$ cat src/rtl/inst_fetch_resp_if.sv
// Fetch-side and memory-side signals of the
// instruction fetch response buffer.
interface inst_fetch_resp_if;
    logic        request_i;
    logic [31:0] instAddr_i;
    logic        abort_i;
    logic        flush_i;
    logic        dataOk_o;
    logic [31:0] inst_o;
    logic        err_o;
    logic        busy_o;
    logic        mem_req_o;
    logic [31:0] mem_addr_o;
    logic [31:0] mem_rdata_i;
    logic        mem_ack_i;
    logic [15:0] missCnt_o;

    modport slave (
        input  request_i,
        input  instAddr_i,
        input  abort_i,
        input  flush_i,
        output dataOk_o,
        output inst_o,
        output err_o,
        output busy_o,
        output mem_req_o,
        output mem_addr_o,
        input  mem_rdata_i,
        input  mem_ack_i,
        output missCnt_o
    );

    modport master (
        output request_i,
        output instAddr_i,
        output abort_i,
        output flush_i,
        input  dataOk_o,
        input  inst_o,
        input  err_o,
        input  busy_o,
        input  mem_req_o,
        input  mem_addr_o,
        output mem_rdata_i,
        output mem_ack_i,
        input  missCnt_o
    );
endinterface

$ cat src/rtl/inst_fetch_resp.sv
// 4-entry direct-mapped instruction buffer with
// single outstanding miss to backing memory.
module inst_fetch_resp (
    input logic               clk,
    input logic               reset_n,
    inst_fetch_resp_if.slave  bus
);

    typedef enum logic [1:0] {
        IDLE,
        MISS,
        RESP
    } state_t;

    state_t      state_q;
    state_t      state_d;

    logic [31:0] data_q [4];
    logic [27:0] tag_q  [4];
    logic [3:0]  valid_q;
    logic        drop_q;

    logic        ok_q;
    logic        err_q;
    logic [31:0] inst_q;
    logic        mem_req_q;
    logic [31:0] mem_addr_q;
    logic [15:0] miss_cnt_q;

    logic [1:0]  req_idx;
    logic [1:0]  fill_idx;
    logic        req_go;
    logic        req_mis;
    logic        req_hit;
    logic        req_miss;
    logic        fill;
    logic        fill_drop;

    assign req_idx   = bus.instAddr_i[3:2];
    assign fill_idx  = mem_addr_q[3:2];
    assign req_go    = (state_q == IDLE) && bus.request_i
                       && !bus.abort_i;
    assign req_mis   = req_go && (bus.instAddr_i[1:0] != 2'b00);
    assign req_hit   = req_go && !req_mis && !bus.flush_i
                       && valid_q[req_idx]
                       && (tag_q[req_idx] == bus.instAddr_i[31:4]);
    assign req_miss  = req_go && !req_mis && !req_hit;
    assign fill      = (state_q == MISS) && bus.mem_ack_i;
    assign fill_drop = drop_q || bus.abort_i;

    // State register.
    always_ff @(posedge clk) begin
        if (!reset_n) begin
            state_q <= IDLE;
        end else begin
            state_q <= state_d;
        end
    end

    // Next-state logic.
    always_comb begin
        state_d = state_q;
        unique case (state_q)
            IDLE: if (req_miss) state_d = MISS;
            MISS: if (fill) state_d = fill_drop ? IDLE : RESP;
            RESP: state_d = IDLE;
            default: state_d = IDLE;
        endcase
    end

    // Registered response and memory request outputs.
    always_ff @(posedge clk) begin
        if (!reset_n) begin
            ok_q       <= 1'b0;
            err_q      <= 1'b0;
            inst_q     <= 32'h0;
            mem_req_q  <= 1'b0;
            mem_addr_q <= 32'h0;
            miss_cnt_q <= 16'h0;
        end else begin
            ok_q  <= 1'b0;
            err_q <= 1'b0;
            if (req_mis) begin
                ok_q   <= 1'b1;
                err_q  <= 1'b1;
                inst_q <= 32'h0;
            end else if (req_hit) begin
                ok_q   <= 1'b1;
                inst_q <= data_q[req_idx];
            end
            if (req_miss) begin
                mem_req_q  <= 1'b1;
                mem_addr_q <= {bus.instAddr_i[31:2], 2'b00};
            end
            if (fill) begin
                mem_req_q  <= 1'b0;
                miss_cnt_q <= miss_cnt_q + 16'd1;
                if (!fill_drop) begin
                    ok_q   <= 1'b1;
                    inst_q <= bus.mem_rdata_i;
                end
            end
        end
    end

    // Valid bits: flush beats a same-cycle fill.
    always_ff @(posedge clk) begin
        if (!reset_n) begin
            valid_q <= 4'h0;
        end else if (bus.flush_i) begin
            valid_q <= 4'h0;
        end else if (fill) begin
            valid_q[fill_idx] <= 1'b1;
        end
    end

    // Drop flag: remembers an abort while the miss is outstanding.
    always_ff @(posedge clk) begin
        if (!reset_n) begin
            drop_q <= 1'b0;
        end else if (state_q == MISS) begin
            if (fill) begin
                drop_q <= 1'b0;
            end else if (bus.abort_i) begin
                drop_q <= 1'b1;
            end
        end else begin
            drop_q <= 1'b0;
        end
    end

    // Buffer data and tags are written on fill, never reset.
    always_ff @(posedge clk) begin
        if (fill) begin
            data_q[fill_idx] <= bus.mem_rdata_i;
            tag_q[fill_idx]  <= mem_addr_q[31:4];
        end
    end

    assign bus.dataOk_o   = ok_q;
    assign bus.err_o      = err_q;
    assign bus.inst_o     = inst_q;
    assign bus.mem_req_o  = mem_req_q;
    assign bus.mem_addr_o = mem_addr_q;
    assign bus.missCnt_o  = miss_cnt_q;
    assign bus.busy_o     = (state_q == MISS) || (state_q == RESP);

endmodule
$ cat src/flat_wrapper.sv
// flat-port wrapper written by rule: the top's interface ports become plain ports
module inst_fetch_resp_flat 
  (clk, reset_n, bus_request_i, bus_instAddr_i, bus_abort_i, bus_flush_i, bus_dataOk_o, bus_inst_o, bus_err_o, bus_busy_o, bus_mem_req_o, bus_mem_addr_o, bus_mem_rdata_i, bus_mem_ack_i, bus_missCnt_o);
  inst_fetch_resp_if bus_i ();
  input logic clk;
  input logic reset_n;
  input wire logic [$bits(bus_i.request_i)-1:0] bus_request_i;
  input wire logic [$bits(bus_i.instAddr_i)-1:0] bus_instAddr_i;
  input wire logic [$bits(bus_i.abort_i)-1:0] bus_abort_i;
  input wire logic [$bits(bus_i.flush_i)-1:0] bus_flush_i;
  output wire logic [$bits(bus_i.dataOk_o)-1:0] bus_dataOk_o;
  output wire logic [$bits(bus_i.inst_o)-1:0] bus_inst_o;
  output wire logic [$bits(bus_i.err_o)-1:0] bus_err_o;
  output wire logic [$bits(bus_i.busy_o)-1:0] bus_busy_o;
  output wire logic [$bits(bus_i.mem_req_o)-1:0] bus_mem_req_o;
  output wire logic [$bits(bus_i.mem_addr_o)-1:0] bus_mem_addr_o;
  input wire logic [$bits(bus_i.mem_rdata_i)-1:0] bus_mem_rdata_i;
  input wire logic [$bits(bus_i.mem_ack_i)-1:0] bus_mem_ack_i;
  output wire logic [$bits(bus_i.missCnt_o)-1:0] bus_missCnt_o;
  assign bus_i.request_i = bus_request_i;
  assign bus_i.instAddr_i = bus_instAddr_i;
  assign bus_i.abort_i = bus_abort_i;
  assign bus_i.flush_i = bus_flush_i;
  assign bus_dataOk_o = bus_i.dataOk_o;
  assign bus_inst_o = bus_i.inst_o;
  assign bus_err_o = bus_i.err_o;
  assign bus_busy_o = bus_i.busy_o;
  assign bus_mem_req_o = bus_i.mem_req_o;
  assign bus_mem_addr_o = bus_i.mem_addr_o;
  assign bus_i.mem_rdata_i = bus_mem_rdata_i;
  assign bus_i.mem_ack_i = bus_mem_ack_i;
  assign bus_missCnt_o = bus_i.missCnt_o;
  inst_fetch_resp u_core (.clk(clk), .reset_n(reset_n), .bus(bus_i));
endmodule
$ cat config.mk
export PLATFORM = sky130hd
export DESIGN_NAME = inst_fetch_resp_flat
export DESIGN_NICKNAME = d
export VERILOG_FILES = /design/src/rtl/inst_fetch_resp_if.sv /design/src/rtl/inst_fetch_resp.sv /design/src/flat_wrapper.sv
export SDC_FILE = /design/constraint.sdc
export NUM_CORES = 1
export LEC_CHECK = 0
export CAP_MARGIN = 20
export CORE_MARGIN = 4
export CORE_UTILIZATION = 35
export DETAILED_ROUTE_END_ITERATION = 16
export PLACE_DENSITY = 0.53
export SYNTH_ARGS = -nofsm -noshare
export SYNTH_HDL_FRONTEND = slang
export SYNTH_SLANG_ARGS = --single-unit
$ cat constraint.sdc
create_clock -name clk -period 9.2 [get_ports clk]
set_clock_uncertainty 0.1 [all_clocks]
set_input_delay 1.38 -clock clk [delete_from_list [all_inputs] [get_ports clk]]
set_output_delay 1.38 -clock clk [all_outputs]
set_load 0.005 [all_outputs]
==> flow_metrics.env <==
export IMPL_clk_path_buf_depth=3
export IMPL_synth_top_cell_by_area="edfxtp_1"
export IMPL_drtPass1Iterations=4
export IMPL_final_hold_viol_count=0
export IMPL_clock_sink_count=328
export IMPL_leakage_nw=4.96
export IMPL_cp_required_ps=9480
export IMPL_netlist_instances=798
export IMPL_post_cts_buffers=0
export IMPL_hp_class="reg -> reg"
export IMPL_p_per_area_mw_per_mm2=203
export IMPL_cts_tree="yes"
export IMPL_p_sw_frac=0.213
export IMPL_path_common_cell="buf_4"
export IMPL_yosysMostFrequentCell="edfxtp_1"
export IMPL_crit_path_max_incr_delay_ps=760
export IMPL_critical_path_max_fanout=56
export IMPL_num_rows=69
export IMPL_max_cap_viol_count=0
export IMPL_fillers=3231
export IMPL_tightest_slew_ps=1020
export IMPL_routabilityCongestion=0.735
export IMPL_synth_main_ff_cell="edfxtp_1"
export IMPL_multi_input_area_mm2=0.00352
export IMPL_ctsHoldBuffers=0
export IMPL_p_sw_mw=0.689
export IMPL_track_usage=0.150
export IMPL_fin_crit_ps=4980
export IMPL_crit_path_cell_trace="buf_4, buf_4, mux2i_1, o22ai_1, or4_1, a2111oi_4, nand3_1, buf_4, a21oi_1, nor3_1"
export IMPL_cts_resized=0
export IMPL_die_y_um=199
export IMPL_placed_cells=1377
export IMPL_netlist_area_leader_share=0.564
export IMPL_n_antenna_cell=0
export IMPL_fmax_mhz=201
export IMPL_fin_nets=1030
export IMPL_power_mw=3.23
export IMPL_end_kind="register"
export IMPL_finalSetupTns_ps=0
export IMPL_clk_pin_slew_ps=60
export IMPL_insertion_delay_ps=520
export IMPL_portBuffers=151
export IMPL_worst_path_buf_inv=3
export IMPL_yosys_top_cells_area="edfxtp_1 (56%), dfxtp_1 (14%), mux4_2 (9.9%), mux2i_1 (3.4%), o21ai_1 (2.5%)"
export IMPL_synth_cell_types=46
export IMPL_fin_cells=1444
export IMPL_fin_crit_sh=0.542
export IMPL_fp_coreArea_mm2=0.0357
export IMPL_finalInstanceArea_mm2=0.0159
export IMPL_outcome="finished clean"
export IMPL_routedWlPerCell_um=20.7
export IMPL_grt_pass1_vias=7509
export IMPL_synth_common_cells="edfxtp_1 (240), dfxtp_1 (88), o21ai_1 (63)"
export IMPL_placed_area_mm2=0.0147
export IMPL_ys_async_sr_fraction=0
export IMPL_initial_core_util=0.357
export IMPL_p_int_mw=2.54
export IMPL_yosysWarnings=0
export IMPL_num_vias=7332
export IMPL_whs_ps=366
export IMPL_dieArea_mm2=0.0396
export IMPL_area_growth_pct=24.4
export IMPL_cp_arrival_ps=5270
export IMPL_vdd_drop_max_v=0.000103
export IMPL_slew_viol_final=0
export IMPL_combPwrFrac=0.065
export IMPL_clockPowerShare=0.429
export IMPL_drc=0
export IMPL_ios=154
export IMPL_cts_max_level=2
export IMPL_numCtsBuffers=37
export IMPL_drive_above_1_share=0.136
export IMPL_cts_root_buf="clkbuf_16"
export IMPL_grt_pass1_wl_um=45500
export IMPL_fp_dieW_um=199
export IMPL_worst_path_dominant_cell_family="buffers and inverters"
export IMPL_start_kind="input port"
export IMPL_slew_headroom=0.318
export IMPL_rsz0062_at_grt="false"
export IMPL_drtAntennaViolNets=0
export IMPL_drt_iter0_markers=356
export IMPL_finalWirelength_um=29900
export IMPL_critical_path_class="in -> reg"
export IMPL_dpl_hpwl_um=17500
export IMPL_setup_viol=0
export IMPL_synth_edf_count=240
export IMPL_vias_per_cell=5.08
export IMPL_ys_seq_area_frac=0.702
export IMPL_synth_area_mm2=0.0128
export IMPL_ys_seq_elements=328
export IMPL_synth_avg_cell_area_um2=16.0
export IMPL_seqPwrFrac=0.506
export IMPL_cpMaxStageDelayCell="buf_4"
export IMPL_grt_start_max_net_pins=65
export IMPL_regArea_mm2=0.00897
export IMPL_antenna_found_initial=0
export IMPL_gr_total_overflow=0
## per-layer routing
layer,part of all wire,track usage,vias to the layer above
li1,-,-,3388
met1,0.45,0.204,3723
met2,0.48,0.245,184
met3,0.054,0.0329,37
met4,0.019,0.0382,0
met5,0,0,-
## worst register-to-register path: cells and delay by family (launching register included)
kind | cells | cell delay, ps
AOI/OAI and AO/OA | 2 | 530
adders and majority gates | 1 | 290
buffers and inverters | 3 | 850
DFF | 1 | 310
and+or+nand+nor | 5 | 1830
## cell usage in the layout, fill, tap and decap left out, drive strengths merged, types with 2 or more instances in the layout
| master | count |
|---|---|
| o21ai | 68 |
| xor2 | 11 |
| nand2b | 4 |
| nor3 | 6 |
| mux2i | 44 |
| clkbuf | 52 |
| or3 | 2 |
| dfxtp | 88 |
| a2111oi | 2 |
| edfxtp | 240 |
| nand4 | 7 |
| and4 | 3 |
| mux2 | 2 |
| and2 | 3 |
| nor2 | 30 |
| o2bb2ai | 2 |
| clkdlybuf4s50 | 149 |
| nand2 | 45 |
| buf | 16 |
| bufinv | 2 |
| mux4 | 56 |
| clkinv | 11 |
| o22ai | 4 |
| and3 | 6 |
| or4 | 4 |
| ha | 4 |
| xnor2 | 25 |
| nand3 | 38 |
| conb | 2 |
| nor4 | 2 |
| inv | 10 |
| a21oi | 35 |
## layout make-up
class,count,share of cell area
Inverter,9,0.00213
Tap cell,461,0.0363
Sequential cell,328,0.565
Clock inverter,14,0.00914
Clock buffer,52,0.0631
Multi-Input combinational cell,415,0.222
Timing Repair Buffer,165,0.103
## power groups by stage
stage	clock network [mW]	logic (mW)	registers, mW
global placement	0	0.214	1.66
global route	1.49	0.229	1.64
floorplan	0	0.109	1.66
CTS	1.42	0.215	1.63
detailed placement	0	0.214	1.66
finish	1.38	0.211	1.63
## state kept, by name, summed over array words and instances, names as in the netlist, 2 cells and up
register / flops
u_core.data_q: 128
u_core.tag_q: 112
u_core.bus.inst_o: 32
u_core.bus.mem_addr_o: 30
u_core.bus.missCnt_o: 16
u_core.valid_q: 4
u_core.state_q: 2
## final timing paths
path                                        from                                end  slack [ps]  cells after the start
setup / recovery               bus_instAddr_i[3]  u_core.bus.mem_req_o$_SDFFE_PP0P_        4220                     10
hold / removal    u_core.valid_q[2]$_SDFFE_PP0P_     u_core.valid_q[2]$_SDFFE_PP0P_         370                      2
setup reg to reg  u_core.state_q[0]$_SDFFE_PN0P_  u_core.bus.mem_req_o$_SDFFE_PP0P_        5170                     11
hold reg to reg   u_core.valid_q[2]$_SDFFE_PP0P_     u_core.valid_q[2]$_SDFFE_PP0P_         370                      2
## through the flow
step | util | setup slack [ps]
final | 0.444 | 4220
after global routing | 0.444 | 3900
after detailed placement | 0.412 | 3580
after global placement | 0.412 | 3600
after CTS | 0.444 | 4110
after floorplan | - | 2950
## cells by family after synthesis
kind of cell,synth area share
AOI/OAI and AO/OA,0.0518
xor gates and xnor gates,0.0247
adders and majority gates,0.00392
buffers and inverters,0.0250
DFF,0.702
muxes,0.135
other,0.000294
and+or+nand+nor,0.0567
(Power assumes the default switching activity.)
